File: config.mk
export PLATFORM = sky130hd
export DESIGN_NAME = cycle_step_controller
export DESIGN_NICKNAME = d
export VERILOG_FILES = /design/src/rtl/cycle_step_controller.sv
export SDC_FILE = /design/constraint.sdc
export NUM_CORES = 1
export LEC_CHECK = 0
export ABC_CLOCK_PERIOD_IN_PS = 6700
export CORE_UTILIZATION = 56
export DETAILED_ROUTE_END_ITERATION = 8
export PLACE_DENSITY = 0.86
export SYNTH_ARGS = -nofsm -noshare
export SYNTH_HDL_FRONTEND = slang
export SYNTH_SLANG_ARGS = --single-unit
File: constraint.sdc
create_clock -name clock -period 6.7 [get_ports clock]
set_input_delay 0.67 -clock clock [delete_from_list [all_inputs] [get_ports clock]]
set_output_delay 0.67 -clock clock [all_outputs]
set_load 0.005 [all_outputs]
File: src/rtl/cycle_step_controller.sv
// Debug sequencer: debounced step button / run switch -> single-clock cycle_en pulses.
// Optional PC breakpoint halting free-run is enabled by defining STEP_BREAKPOINT_EN.
module cycle_step_controller #(
    parameter int DEBOUNCE_CYCLES = 1000000,
    parameter int RUN_DIV         = 50000000,
    parameter int COUNT_W         = 16
) (
    input  logic               clock,
    input  logic               reset_n,
    input  logic               step_btn,
    input  logic               run_sw,
    input  logic [31:0]        pc,
    input  logic [31:0]        bp_addr,
    input  logic               bp_valid,
    output logic               cycle_en,
    output logic [COUNT_W-1:0] cycle_count,
    output logic [1:0]         state,
    output logic               halted
);

    typedef enum logic [1:0] {
        ST_IDLE = 2'd0,
        ST_STEP = 2'd1,
        ST_RUN  = 2'd2,
        ST_HALT = 2'd3
    } state_t;

    localparam int DB_W  = (DEBOUNCE_CYCLES > 2) ? $clog2(DEBOUNCE_CYCLES) : 1;
    localparam int DIV_W = (RUN_DIV > 2) ? $clog2(RUN_DIV) : 1;
    localparam logic [DB_W-1:0]  DB_LAST  = DB_W'(DEBOUNCE_CYCLES - 1);
    localparam logic [DIV_W-1:0] DIV_LAST = DIV_W'(RUN_DIV - 1);

    // Index 0 is the step button, index 1 the run switch.
    logic [1:0] raw_in;
    logic [1:0] db_vec;

    assign raw_in = {run_sw, step_btn};

    genvar gi;
    generate
        for (gi = 0; gi < 2; gi++) begin : g_cond
            logic            sync1_reg;
            logic            sync2_reg;
            logic            db_reg;
            logic [DB_W-1:0] cnt_reg;

            always_ff @(posedge clock or negedge reset_n) begin
                if (!reset_n) begin
                    sync1_reg <= 1'b0;
                    sync2_reg <= 1'b0;
                    db_reg    <= 1'b0;
                    cnt_reg   <= '0;
                end else begin
                    sync1_reg <= raw_in[gi];
                    sync2_reg <= sync1_reg;
                    // Only an unbroken run of differing samples may flip the output.
                    if (sync2_reg == db_reg) begin
                        cnt_reg <= '0;
                    end else if (cnt_reg == DB_LAST) begin
                        cnt_reg <= '0;
                        db_reg  <= ~db_reg;
                    end else begin
                        cnt_reg <= cnt_reg + 1'b1;
                    end
                end
            end

            assign db_vec[gi] = db_reg;
        end
    endgenerate

    logic step_db_d_reg;
    logic step_req;
    logic run_db;
    logic bp_hit;

    assign step_req = db_vec[0] & ~step_db_d_reg;
    assign run_db   = db_vec[1];

`ifdef STEP_BREAKPOINT_EN
    assign bp_hit = bp_valid && (pc == bp_addr);
`else
    logic unused_bp_inputs;
    assign unused_bp_inputs = ^{pc, bp_addr, bp_valid};
    assign bp_hit           = 1'b0;
`endif

    state_t             state_reg, state_next;
    logic [DIV_W-1:0]   div_reg, div_next;
    logic               en_reg, en_next;
    logic [COUNT_W-1:0] count_reg;

    always_comb begin
        state_next = state_reg;
        div_next   = div_reg;
        en_next    = 1'b0;
        case (state_reg)
            ST_IDLE: begin
                if (step_req) begin
                    state_next = ST_STEP;
                    en_next    = 1'b1;
                end else if (run_db) begin
                    state_next = ST_RUN;
                    div_next   = '0;
                end
            end
            ST_STEP: begin
                state_next = ST_IDLE;
            end
            ST_RUN: begin
                if (!run_db) begin
                    state_next = ST_IDLE;
                end else if (div_reg == DIV_LAST) begin
                    div_next = '0;
                    if (bp_hit) begin
                        state_next = ST_HALT;
                    end else begin
                        en_next = 1'b1;
                    end
                end else begin
                    div_next = div_reg + 1'b1;
                end
            end
            ST_HALT: begin
                if (!run_db) begin
                    state_next = ST_IDLE;
                end else if (step_req) begin
                    state_next = ST_STEP;
                    en_next    = 1'b1;
                end
            end
            default: begin
                state_next = ST_IDLE;
            end
        endcase
    end

    always_ff @(posedge clock or negedge reset_n) begin
        if (!reset_n) begin
            state_reg     <= ST_IDLE;
            div_reg       <= '0;
            en_reg        <= 1'b0;
            count_reg     <= '0;
            step_db_d_reg <= 1'b0;
        end else begin
            state_reg     <= state_next;
            div_reg       <= div_next;
            en_reg        <= en_next;
            step_db_d_reg <= db_vec[0];
            if (en_reg) begin
                count_reg <= count_reg + 1'b1;
            end
        end
    end

    assign cycle_en    = en_reg;
    assign cycle_count = count_reg;
    assign state       = state_reg;

`ifdef STEP_BREAKPOINT_EN
    assign halted = (state_reg == ST_HALT);
`else
    assign halted = 1'b0;
`endif

endmodule
==> reports/qor.txt <==
outcome - finished, final reports clean
arrival time of the worst setup path - 2.93 ns
H-Tree Level Count - 3
Synth Area in Compound Gates - 8.927%
worst reg2reg path startpoint - div_reg[0]$_DFFE_PN0P_
All-Layer GR Usage - 24.46%
Fin Hold WS - 0.2633 ns
Final Max Tran Viols - 0
number of flip-flops in the largest register - 40
via count of the first global-routing pass - 3445
largest family of logic cells by synthesized area - simple AND/OR/NAND/NOR gates
quantity of I/O buffers inserted on ports - 22
number of fill cells - 614
remaining max-slew budget at the tightest pin - 40.54%
Final min period - 2.699 ns
die span in x - 91.77 microns
worst-case register-to-register setup slack - 4.00 ns
multiplexer share of the synthesized area - 0.7485%
Post-CTS Setup Repair Bufs - 0
routed length per instance - 15.75 microns
Crit Reg-Reg Endpoint - div_reg[13]$_DFFE_PN0P_
share of synthesized cell area in full adder, half adder and majority cells - 1.109%
total number of yosys warnings - 0
sequential-to-total area share from yosys stat - 51.01%
Initial DRC Count - 156
largest vdd supply drop - 143.4 uV
iteration count of the initial detailed-routing pass - 5
initial antenna violation count - 0
proportion of power drawn by flip-flops and latches - 52.4%
CTS Root Cell - sky130_fd_sc_hd__clkbuf_8
synthesized-area fraction occupied by xor and xnor cells - 10.09%
LEAKAGE - 2.123 nW
RSZ-0062 raised after global routing - no
count of hold buffers inserted by post-cts repair - 0
number of sinks handled by clock tree synthesis - 92
Max Used Layer - met4
deepest clock path buffer count - 2
required time of the critical path - 6.93 ns
Met1 Wirelength - 4073 microns
Post-Syn Area per Cell - 9.941 sq um
global-route wire length before repair - 16350 microns
Critical Setup Path Class - reg2reg
clock power share - 45.6%
worst-margin pin slew - 0.8919 ns
internal power - 0.8523 mW
total power divided by cell area - 211.4 nW/um^2
clock slew at reported path FFs - 0.09 ns
startpoint type of the worst setup path - flop
routability congestion estimate from global placement - 0.8356
share of flip-flops with an asynchronous set or reset after synthesis - 100.0%
Synth-to-Final Area Change - 12.56%
drc violations - 0
vias per inst - 5.949
GRT Residual Overflow - 0
Simple-Gate Fraction of Synth Area - 25.76%
Mapped Area - 4513 sq um
instance count of the mapped netlist - 454
cells along the critical path - ha_1 -> nand2_1 -> or2_2 -> o31a_1 -> nand2_1 -> o311ai_0
area enclosed by the die boundary - 8422 sq um
Num CTS Buffers - 9
flip-flop and latch count after synthesis - 92
endpoints failing hold - 0
path class of the lowest-slack min-delay path - in2async
share of the synthesized area in the top cell type - 51.01%
initial core utilization - 58.10%
net switching power - 0.2218 mW
clock tree from TritonCTS - done
maxcap violations - 0
largest net degree at the start of global routing - 56
total number of nets in the final design - 550
last element of the critical path - div_reg[13]$_DFFE_PN0P_
leading register cell type out of synthesis - sky130_fd_sc_hd__dfrtp_1
fraction of power spent switching nets - 20.65%
slowest cell delay on critical path - 0.74 ns
CTS-repair resized insts - 0
number of top-level pins - 89
Met3 Routed Length - 335 microns
Gate power share - 2.0%
worst clock skew - 0.008003 ns
CP dominant cell by count - sky130_fd_sc_hd__nand2_1
CP Launch Point - div_reg[0]$_DFFE_PN0P_
final clock period utilization by the worst path - 40.28%
Netlist cell types - 51
DP Wirelength - 6210 microns
reg2reg path depth - 6
Yosys top cell by area - sky130_fd_sc_hd__dfrtp_1
Final setup violation count - 0
floorplan row count - 32
Worst path slowest cell - sky130_fd_sc_hd__o31a_1
Worst-Skew Late Latency - 0.36 ns
maximum fanout count along the critical path - 24
Post-synth EDFFs - 0
antenna cells - 0
final setup TNS - 0 ns
Post-Synthesis Net Count - 527
fraction of final layout cells sized beyond drive strength 1 - 6.432%
Post-DRT Antenna Nets - 0
area of the placeable core - 7767 sq um
vertical die dimension - 91.77 microns
total met2 wirelength after detailed routing - 4687 microns
Max Clock Freq - 370.5 MHz
crit end category - flop
leading cell types by total area after synthesis - sky130_fd_sc_hd__dfrtp_1 51%, sky130_fd_sc_hd__xnor2_1 5.6%, sky130_fd_sc_hd__nand3_1 4.9%
aggregate routed wire length - 9200 microns
detailed-route via count - 3474
==> metrics by stage <==
step / cell area [sq um] / util [%] / instances / worst slack (ns) / power (mW)
after CTS: 5080 / 65.40 / 584 / 4.008 / 1.087
after floorplan: 4513 / - / 454 / 4.568 / 0.5811
after global routing: 5080 / 65.40 / 584 / 3.688 / 1.110
final: 5080 / 65.40 / 584 / 4.001 / 1.074
after global placement: 4808 / 61.90 / 568 / 4.117 / 0.5950
after detailed placement: 4808 / 61.90 / 568 / 4.026 / 0.5961
==> worst min-delay path by stage <==
stage,start,endpoint,slack [ns]
floorplan,g_cond[0].sync1_reg$_DFF_PN0_,g_cond[0].sync2_reg$_DFF_PN0_,0.33
global placement,g_cond[0].sync1_reg$_DFF_PN0_,g_cond[0].sync2_reg$_DFF_PN0_,0.33
detailed placement,g_cond[0].sync1_reg$_DFF_PN0_,g_cond[0].sync2_reg$_DFF_PN0_,0.34
CTS,reset_n,div_reg[7]$_DFFE_PN0P_,0.27
global route,reset_n,g_cond[1].cnt_reg[6]$_DFF_PN0_,0.29
finish,reset_n,g_cond[1].cnt_reg[7]$_DFF_PN0_,0.26
==> area by class of cell <==
type / count / area, sq um / share of cell area (%)
clock buffers: 9 / 123.9 / 2.438
clock inverters: 7 / 147.6 / 2.906
inverters: 10 / 37.54 / 0.7389
multi-input cells: 340 / 2108 / 41.50
flip-flops and latches: 92 / 2302 / 45.32
well taps: 102 / 127.6 / 2.512
repair buffers: 24 / 232.7 / 4.581
==> power by group through the flow <==
| stage | sequential (mW) | combinational [mW] | clock (mW) |
|---|---|---|---|
| after floorplan | 0.573 | 0.00827 | 0 |
| after global placement | 0.573 | 0.0218 | 0 |
| after detailed placement | 0.574 | 0.0226 | 0 |
| after CTS | 0.563 | 0.0225 | 0.502 |
| after global routing | 0.563 | 0.0253 | 0.521 |
| final | 0.563 | 0.0213 | 0.490 |
==> kinds of logic (layout without fill, tap and decap cells) <==
logic type / count (synthesis) / in the layout
muxes: 3 / 3
other: 1 / 1
buffers and inverters: 22 / 50
DFF: 92 / 92
adders and majority gates: 4 / 4
xor gates and xnor gates: 52 / 52
and+or+nand+nor: 224 / 224
AOI/OAI and AO/OA: 56 / 56
==> synth_stat cells, types with 2 or more instances <==
cell	instances
sky130_fd_sc_hd__a31oi_1	13
sky130_fd_sc_hd__mux2_2	3
sky130_fd_sc_hd__o2bb2ai_1	2
sky130_fd_sc_hd__a31o_2	2
sky130_fd_sc_hd__nand2_1	39
sky130_fd_sc_hd__xnor2_1	29
sky130_fd_sc_hd__and2_1	6
sky130_fd_sc_hd__buf_6	2
sky130_fd_sc_hd__inv_1	10
sky130_fd_sc_hd__xor2_1	23
sky130_fd_sc_hd__and4_1	8
sky130_fd_sc_hd__nor3_1	9
sky130_fd_sc_hd__and3_1	15
sky130_fd_sc_hd__nor4_2	2
sky130_fd_sc_hd__nand3b_1	2
sky130_fd_sc_hd__clkbuf_1	8
sky130_fd_sc_hd__o31a_1	5
sky130_fd_sc_hd__a221o_1	2
sky130_fd_sc_hd__o21ai_0	12
sky130_fd_sc_hd__o311ai_0	2
sky130_fd_sc_hd__nor4_1	10
sky130_fd_sc_hd__or2_2	2
sky130_fd_sc_hd__nor2_1	54
sky130_fd_sc_hd__nor2b_1	3
sky130_fd_sc_hd__a21oi_1	4
sky130_fd_sc_hd__o21a_1	2
sky130_fd_sc_hd__nand3_1	44
sky130_fd_sc_hd__dfrtp_1	92
sky130_fd_sc_hd__nand4_1	15
sky130_fd_sc_hd__nor4b_1	2
sky130_fd_sc_hd__a22o_1	2
sky130_fd_sc_hd__ha_1	4
sky130_fd_sc_hd__o211ai_1	3
sky130_fd_sc_hd__or3_1	3
sky130_fd_sc_hd__nand2b_1	4
==> metal layers <==
layer / up-vias / track usage [%]
met5: - / 0
met4: 0 / 8.854
met3: 7 / 4.478
met2: 56 / 40.73
met1: 1740 / 32.15
li1: 1671 / -
==> cell usage in the layout (no fill, tap or decap), types with 11 or more instances in the layout <==
| master | count |
|---|---|
| sky130_fd_sc_hd__dfrtp_1 | 92 |
| sky130_fd_sc_hd__nor2_1 | 54 |
| sky130_fd_sc_hd__nand3_1 | 44 |
| sky130_fd_sc_hd__nand2_1 | 39 |
| sky130_fd_sc_hd__xnor2_1 | 29 |
| sky130_fd_sc_hd__xor2_1 | 23 |
| sky130_fd_sc_hd__clkdlybuf4s50_1 | 21 |
| sky130_fd_sc_hd__nand4_1 | 15 |
| sky130_fd_sc_hd__and3_1 | 15 |
| sky130_fd_sc_hd__a31oi_1 | 13 |
| sky130_fd_sc_hd__o21ai_0 | 11 |
==> worst max-delay path, delay by kind of cell, from the launching register on <==
family / cells / cell delay, ns
DFF: 1 / 0.42
adders and majority gates: 1 / 0.24
and+or+nand+nor: 3 / 0.72
AOI/OAI and AO/OA: 2 / 1.19
Note: power is estimated with default switching activity, not from simulation.
